**config.mk**
```make
export PLATFORM = sky130hd
export DESIGN_NAME = mem_region_router
export DESIGN_NICKNAME = d
export VERILOG_FILES = /design/src/rtl/mem_region_router.sv
export SDC_FILE = /design/constraint.sdc
export NUM_CORES = 1
export LEC_CHECK = 0
export BUFFER_PORTS_ARGS = -buffer_cell sky130_fd_sc_hd__buf_2
export CORE_MARGIN = 10
export CORE_UTILIZATION = 47
export DETAILED_ROUTE_END_ITERATION = 7
export PLACE_DENSITY = 0.75
export SLEW_MARGIN = 20
export SYNTH_ARGS = -nofsm -noshare
export SYNTH_HDL_FRONTEND = slang
export SYNTH_SLANG_ARGS = --single-unit
```
**constraint.sdc**
```tcl
create_clock -name i_clk -period 2.2 [get_ports i_clk]
set_input_delay 0.22 -clock i_clk [delete_from_list [all_inputs] [get_ports i_clk]]
set_output_delay 0.22 -clock i_clk [all_outputs]
set_load 0.02 [all_outputs]
```
**src/rtl/mem_region_router.sv**
```systemverilog
// Registered address-window router: decodes a CPU virtual address onto NUM_REGIONS windows,
// translates it, and runs a per-region wait-state handshake with a sticky fault record.
module mem_region_router #(
   parameter int NUM_REGIONS = 4,
   parameter int ADDR_W      = 32,
   parameter logic [NUM_REGIONS*ADDR_W-1:0] BASE   = {32'hFFFF0000, 32'h0000B800, 32'h7FFFEFFC, 32'h10010000},
   parameter logic [NUM_REGIONS*ADDR_W-1:0] LIMIT  = {32'hFFFF000C, 32'h0000CACF, 32'h7FFFFFFB, 32'h10010FFF},
   parameter logic [NUM_REGIONS*ADDR_W-1:0] OFFSET = {32'h00000000, 32'h00000000, 32'h00001000, 32'h00000000},
   parameter logic [NUM_REGIONS*4-1:0]      WAIT   = {4'd0, 4'd1, 4'd0, 4'd0},
   localparam int BANK_W = (NUM_REGIONS > 1) ? $clog2(NUM_REGIONS) : 1
) (
   input  logic                   i_clk,
   input  logic                   i_rst,
   input  logic [ADDR_W-1:0]      i_virt_addr,
   input  logic                   i_mem_read,
   input  logic                   i_mem_write,
   input  logic                   i_err_clear,
   output logic [ADDR_W-1:0]      o_phys_addr,
   output logic [NUM_REGIONS-1:0] o_mem_enable,
   output logic [BANK_W-1:0]      o_mem_bank,
   output logic                   o_mem_we,
   output logic                   o_ready,
   output logic                   o_stall,
   output logic                   o_invalid_addr,
   output logic                   o_err_sticky,
   output logic [ADDR_W-1:0]      o_err_addr
);

   localparam logic [1:0] S_IDLE   = 2'd0;
   localparam logic [1:0] S_ACCESS = 2'd1;
   localparam logic [1:0] S_FAULT  = 2'd2;

   logic [1:0]             r_state;
   logic [3:0]             r_cnt;
   logic [ADDR_W-1:0]      r_phys;
   logic [NUM_REGIONS-1:0] r_enable;
   logic [BANK_W-1:0]      r_bank;
   logic                   r_we;
   logic                   r_err_sticky;
   logic [ADDR_W-1:0]      r_err_addr;

   logic                   w_req;
   logic                   w_hit;
   logic [BANK_W-1:0]      w_idx;
   logic [ADDR_W-1:0]      w_phys;
   logic [3:0]             w_wait;
   logic                   w_ready;
   logic                   w_fault_now;

   assign w_req = i_mem_read | i_mem_write;

   // Scan from the highest index down so the lowest matching window is the one left standing.
   always_comb begin
      w_hit  = 1'b0;
      w_idx  = '0;
      w_phys = '0;
      w_wait = '0;
      for (int i = NUM_REGIONS - 1; i >= 0; i--) begin
         if ((i_virt_addr >= BASE[i*ADDR_W +: ADDR_W]) &&
             (i_virt_addr <= LIMIT[i*ADDR_W +: ADDR_W])) begin
            w_hit  = 1'b1;
            w_idx  = BANK_W'(i);
            w_phys = i_virt_addr - BASE[i*ADDR_W +: ADDR_W] + OFFSET[i*ADDR_W +: ADDR_W];
            w_wait = WAIT[i*4 +: 4];
         end
      end
   end

   assign w_ready     = ((r_state == S_ACCESS) && (r_cnt == 4'd0)) || (r_state == S_FAULT);
   assign w_fault_now = (r_state == S_IDLE) && w_req && !w_hit;

   always_ff @(posedge i_clk or posedge i_rst) begin
      if (i_rst) begin
         r_state  <= S_IDLE;
         r_cnt    <= 4'd0;
         r_phys   <= '0;
         r_enable <= '0;
         r_bank   <= '0;
         r_we     <= 1'b0;
      end else begin
         case (r_state)
            S_IDLE: begin
               if (w_req) begin
                  if (w_hit) begin
                     r_state  <= S_ACCESS;
                     r_phys   <= w_phys;
                     r_enable <= NUM_REGIONS'(1) << w_idx;
                     r_bank   <= w_idx;
                     r_we     <= i_mem_write;
                     r_cnt    <= w_wait;
                  end else begin
                     r_state  <= S_FAULT;
                     r_enable <= '0;
                     r_we     <= 1'b0;
                  end
               end
            end
            S_ACCESS: begin
               if (r_cnt == 4'd0) begin
                  r_state  <= S_IDLE;
                  r_enable <= '0;
                  r_we     <= 1'b0;
               end else begin
                  r_cnt <= r_cnt - 4'd1;
               end
            end
            S_FAULT: r_state <= S_IDLE;
            default: r_state <= S_IDLE;
         endcase
      end
   end

   // A fault arriving together with err_clear counts as the first fault after the clear.
   always_ff @(posedge i_clk or posedge i_rst) begin
      if (i_rst) begin
         r_err_sticky <= 1'b0;
         r_err_addr   <= '0;
      end else if (w_fault_now) begin
         r_err_sticky <= 1'b1;
         if (!r_err_sticky || i_err_clear) begin
            r_err_addr <= i_virt_addr;
         end
      end else if (i_err_clear) begin
         r_err_sticky <= 1'b0;
         r_err_addr   <= '0;
      end
   end

   assign o_phys_addr    = r_phys;
   assign o_mem_enable   = r_enable;
   assign o_mem_bank     = r_bank;
   assign o_mem_we       = r_we;
   assign o_ready        = w_ready;
   assign o_stall        = w_req & ~w_ready;
   assign o_invalid_addr = (r_state == S_FAULT);
   assign o_err_sticky   = r_err_sticky;
   assign o_err_addr     = r_err_addr;

endmodule

```
==> impl_results.html <==
<table>
<tr><th>Metric</th><th>Value</th></tr>
<tr><th colspan="2">Run status</th></tr>
<tr><td>Run status</td><td>finished clean</td></tr>
<tr><th colspan="2">Yosys</th></tr>
<tr><td>Proportion of netlist area held by the largest area contributor</td><td>0.489</td></tr>
<tr><td>Async set or reset register ratio after synthesis</td><td>1.00</td></tr>
<tr><td>Avg Inst Size Synth</td><td>~9.9 sq um</td></tr>
<tr><td>Synth Flop Type</td><td>sky130_fd_sc_hd__dfrtp_1</td></tr>
<tr><td>Count of state elements after synthesis</td><td>78</td></tr>
<tr><td>Count of flip-flops with a built-in enable after synthesis</td><td>0</td></tr>
<tr><td>Synthesized net count</td><td>roughly 450</td></tr>
<tr><td>Sequential area share after synthesis</td><td>0.489</td></tr>
<tr><td>Top area cells in the synthesized netlist</td><td>sky130_fd_sc_hd__dfrtp_1 (49%), sky130_fd_sc_hd__a22o_1 (7.5%), sky130_fd_sc_hd__nand2_1 (5.2%), sky130_fd_sc_hd__o21ai_0 (3.6%), sky130_fd_sc_hd__ha_1 (3.1%)</td></tr>
<tr><td>Cell count after synthesis</td><td>around 400</td></tr>
<tr><td>Netlist area before placement</td><td>0.00399 sq mm</td></tr>
<tr><td>Number of synthesis warnings</td><td>0</td></tr>
<tr><td>Count of unique library cells instantiated by Yosys</td><td>61</td></tr>
<tr><td>Largest area contributor in the synthesized netlist</td><td>sky130_fd_sc_hd__dfrtp_1</td></tr>
<tr><th colspan="2">GRT</th></tr>
<tr><td>Antenna violations before repair</td><td>0</td></tr>
<tr><td>Wire length of the first global-routing pass</td><td>approximately 21 mm</td></tr>
<tr><td>Pin count of the biggest net entering global routing</td><td>79</td></tr>
<tr><td>Total grt overflow</td><td>0</td></tr>
<tr><td>Via count of the first global-routing pass</td><td>3963</td></tr>
<tr><td>Total routing usage reported by global routing</td><td>0.197</td></tr>
<tr><th colspan="2">Cells and area</th></tr>
<tr><td>Filler cells</td><td>690</td></tr>
<tr><td>Antenna fix cells</td><td>0</td></tr>
<tr><td>Area used by multi-input combinational logic</td><td>0.00190 sq mm</td></tr>
<tr><td>Net count reported at finish</td><td>627</td></tr>
<tr><td>Post-Route Utilization</td><td>0.663</td></tr>
<tr><td>Total area of sequential cells</td><td>0.00195 sq mm</td></tr>
<tr><td>Most common cell after layout, fill and taps aside</td><td>sky130_fd_sc_hd__buf_2</td></tr>
<tr><td>Total non-filler cell area in the finished layout</td><td>roughly 0.0055 sq mm</td></tr>
<tr><td>Share of post-route cells with drive strength above 1</td><td>0.398</td></tr>
<tr><td>Relative area change from synthesis to final layout</td><td>37.1%</td></tr>
<tr><td>Commonest non-fill, non-tap cells in the layout</td><td>sky130_fd_sc_hd__buf_2 (111), sky130_fd_sc_hd__dfrtp_1 (78), sky130_fd_sc_hd__buf_4 (77)</td></tr>
<tr><th colspan="2">Worst setup path</th></tr>
<tr><td>Largest delay contributor family on the critical path</td><td>compound AO/OA/AOI/OAI gates</td></tr>
<tr><td>CP max stage delay</td><td>around 0.33 ns</td></tr>
<tr><td>Cells along the critical path</td><td>buf_2, inv_1, ha_1, and4_1, nand4_1, a211oi_2, a21o_1, o31ai_4, buf_4, a211oi_4, a21oi_1</td></tr>
<tr><td>Crit path launch type</td><td>primary input</td></tr>
<tr><td>Type of element capturing the critical path</td><td>flip-flop</td></tr>
<tr><td>Worst path arrival time</td><td>between 2 and 2.5 ns</td></tr>
<tr><td>Category of the most critical setup path</td><td>primary input to flip-flop</td></tr>
<tr><td>Worst path buffer plus inverter count</td><td>3</td></tr>
<tr><td>Worst path required time</td><td>about 2.4 ns</td></tr>
<tr><td>Max FO, Critical Path</td><td>7</td></tr>
<tr><td>Cell with the largest stage delay on the worst path</td><td>sky130_fd_sc_hd__a211oi_4</td></tr>
<tr><th colspan="2">Routing</th></tr>
<tr><td>ANT nets after route</td><td>0</td></tr>
<tr><td>Number of remaining DRC errors</td><td>0</td></tr>
<tr><td>Avg Vias per Cell</td><td>roughly 5.6</td></tr>
<tr><td>Detailed Routing Iterations Pass 1</td><td>6</td></tr>
<tr><td>Routed via count</td><td>3882</td></tr>
<tr><td>DRT iter0 DRCs</td><td>271</td></tr>
<tr><td>Average routed wire per standard cell</td><td>17.9 microns</td></tr>
<tr><td>Aggregate routed wire length</td><td>12.3 mm</td></tr>
<tr><th colspan="2">Floorplanning</th></tr>
<tr><td>Standard-cell rows</td><td>33</td></tr>
<tr><td>Number of primary I/O pins</td><td>between 100 and 150</td></tr>
<tr><td>Die boundary width</td><td>112 microns</td></tr>
<tr><td>Core Box Area</td><td>0.00826 sq mm</td></tr>
<tr><td>Die area</td><td>roughly 0.013 sq mm</td></tr>
<tr><td>Initial core utilization</td><td>0.483</td></tr>
<tr><td>Die height</td><td>112 microns</td></tr>
<tr><th colspan="2">Placed design</th></tr>
<tr><td>Port Buffers</td><td>111</td></tr>
<tr><td>Setup slack at placement</td><td>-0.391 ns</td></tr>
<tr><td>Placed Instance Area</td><td>0.00521 sq mm</td></tr>
<tr><td>Detailed Place HPWL</td><td>9.77 mm</td></tr>
<tr><td>GP Congestion</td><td>0.959</td></tr>
<tr><th colspan="2">Clock tree</th></tr>
<tr><td>Bufs on Longest Clock Path</td><td>2</td></tr>
<tr><td>Register clock-pin slew on the reported worst setup and hold paths</td><td>0.09 ns</td></tr>
<tr><td>Later-pin clock latency in the skew report</td><td>0.36 ns</td></tr>
<tr><td>Clock tree from TritonCTS</td><td>built</td></tr>
<tr><td>CTS Root Cell</td><td>sky130_fd_sc_hd__clkbuf_8</td></tr>
<tr><td>TritonCTS buffer count</td><td>9</td></tr>
<tr><td>CTS H-tree lvls</td><td>3</td></tr>
<tr><td>Clk sinks</td><td>78</td></tr>
<tr><th colspan="2">Pwr</th></tr>
<tr><td>Worst VDD drop</td><td>~0.00034 V</td></tr>
<tr><td>Power per cell area</td><td>between 600 and 700 mW/mm^2</td></tr>
<tr><td>Cell leakage power</td><td>2.84 nW</td></tr>
<tr><th colspan="2">Min path</th></tr>
<tr><td>Kind of path behind the tightest hold check</td><td>primary input to flip-flop</td></tr>
<tr><th colspan="2">STA</th></tr>
<tr><td>Setup repair after global routing missed its margin</td><td>no</td></tr>
<tr><td>Hold violation count in the final report</td><td>0</td></tr>
<tr><td>Slew at the pin closest to its max-slew limit</td><td>between 0.5 and 0.6 ns</td></tr>
<tr><td>Final worst-path setup slack</td><td>0.113 ns</td></tr>
<tr><td>Slew HR</td><td>0.646</td></tr>
<tr><td>Slew Viols, Final</td><td>0</td></tr>
<tr><td>Period utilisation layout</td><td>0.949</td></tr>
<tr><td>Min cycle time layout</td><td>2.09 ns</td></tr>
<tr><td>Max Freq</td><td>approximately 480 MHz</td></tr>
<tr><td>Setup Skew</td><td>slightly below 0.01 ns</td></tr>
<tr><td>Final number of setup-violating endpoints</td><td>0</td></tr>
<tr><th colspan="2">Run</th></tr>
<tr><td>Max-cap violations</td><td>0</td></tr>
</table>
==> cell usage after synthesis (5+ instances only) <==
library cell and number:
sky130_fd_sc_hd__dfrtp_1 78, sky130_fd_sc_hd__nand2_1 55, sky130_fd_sc_hd__a22o_1 34, sky130_fd_sc_hd__o21ai_0 29, sky130_fd_sc_hd__nor2_1 19, sky130_fd_sc_hd__inv_1 17
sky130_fd_sc_hd__a21oi_1 14, sky130_fd_sc_hd__buf_2 13, sky130_fd_sc_hd__nand4_1 11, sky130_fd_sc_hd__ha_1 10, sky130_fd_sc_hd__nor3_1 9, sky130_fd_sc_hd__nand3_1 8
sky130_fd_sc_hd__a21o_1 7, sky130_fd_sc_hd__clkbuf_1 7, sky130_fd_sc_hd__nor4_1 7, sky130_fd_sc_hd__buf_4 6, sky130_fd_sc_hd__and3_1 5
==> worst register-to-register path, stage by stage (launching register included) <==
cell	delay [ns]
sky130_fd_sc_hd__dfrtp_1	0.44
sky130_fd_sc_hd__nor3_1	0.32
sky130_fd_sc_hd__buf_4	0.26
sky130_fd_sc_hd__o31ai_4	0.11
sky130_fd_sc_hd__buf_4	0.16
sky130_fd_sc_hd__a211oi_4	0.33
sky130_fd_sc_hd__a21oi_1	0.08
==> logic make-up after synthesis <==
kind of cell	Yosys count	share of synthesized area
buffers and inverters	44	0.0530
multiplexers	2	0.00564
AO/OA/AOI/OAI	119	0.218
adder cells (fa/ha/maj)	10	0.0313
flip-flops	78	0.489
AND/OR/NAND/NOR	146	0.192
XOR/XNOR	5	0.0110
==> where the power goes <==
part	switching (mW)	internal, mW
clock	0.549	0.649
combinational	0.435	0.296
sequential	0.0620	1.53
total	1.05	2.48
==> per-stage QoR <==
| stage | power [mW] | cells | setup TNS, ns | hold slack, ns |
|---|---|---|---|---|
| after floorplan | 2.04 | 404 | -0.675 | 0.330 |
| after global placement | 2.34 | 671 | -11.22 | 0.358 |
| after global routing | 3.70 | 690 | 0 | 0.0926 |
| final | 3.52 | 690 | 0 | 0.108 |
| after detailed placement | 2.36 | 671 | -15.64 | 0.364 |
| after CTS | 3.56 | 688 | 0 | 0.0957 |
==> state kept, by name (all words and copies together) (netlist names) <==
signal	flops
o_err_addr	32
o_err_sticky	1
o_mem_bank	2
o_mem_enable	4
o_mem_we	1
o_phys_addr	32
r_cnt	4
r_state	2
==> metal layers <==
layer | GRT usage | vias to the layer above | wire length (microns)
met5 | 0 | - | 0
met4 | 0.0660 | 0 | 193
met3 | 0.0389 | 14 | 779
met2 | 0.321 | 149 | 6020
met1 | 0.257 | 1884 | 5340
li1 | - | 1835 | -
==> layout make-up <==
type | count | share of cell area
Clock buffer | 10 | 0.0233
Clock inverter | 6 | 0.0171
Inverter | 17 | 0.0123
Multi-Input combinational cell | 282 | 0.347
Sequential cell | 78 | 0.356
Tap cell | 105 | 0.0240
Timing Repair Buffer | 192 | 0.220
==> final timing paths <==
check	from	end	slack (ns)	cells after the start
worst min register to register	o_mem_bank[1]$_DFFE_PP0P_	o_mem_bank[1]$_DFFE_PP0P_	0.48	2
worst max register to register	r_state[0]$_DFFE_PP0P_	o_phys_addr[19]$_DFFE_PP0P_	0.37	6
worst max-delay path	i_virt_addr[17]	o_phys_addr[19]$_DFFE_PP0P_	0.11	11
worst min-delay path	i_virt_addr[25]	o_err_addr[25]$_DFFE_PP0P_	0.11	2
min in group asynchronous	i_rst	o_err_addr[24]$_DFFE_PP0P_	0.51	4
max in group asynchronous	i_rst	r_cnt[3]$_DFFE_PP0P_	1.37	4
==> timing repair <==
item                       4_1_cts  5_1_grt
resized for setup                0        3
pin swaps                        1        1
cloned                           0        0
hold endpoints to repair        78        0
hold buffers                     1        0
setup endpoints to repair        2       21
setup buffers                    0        2
Power figures use the tool's default switching activity.
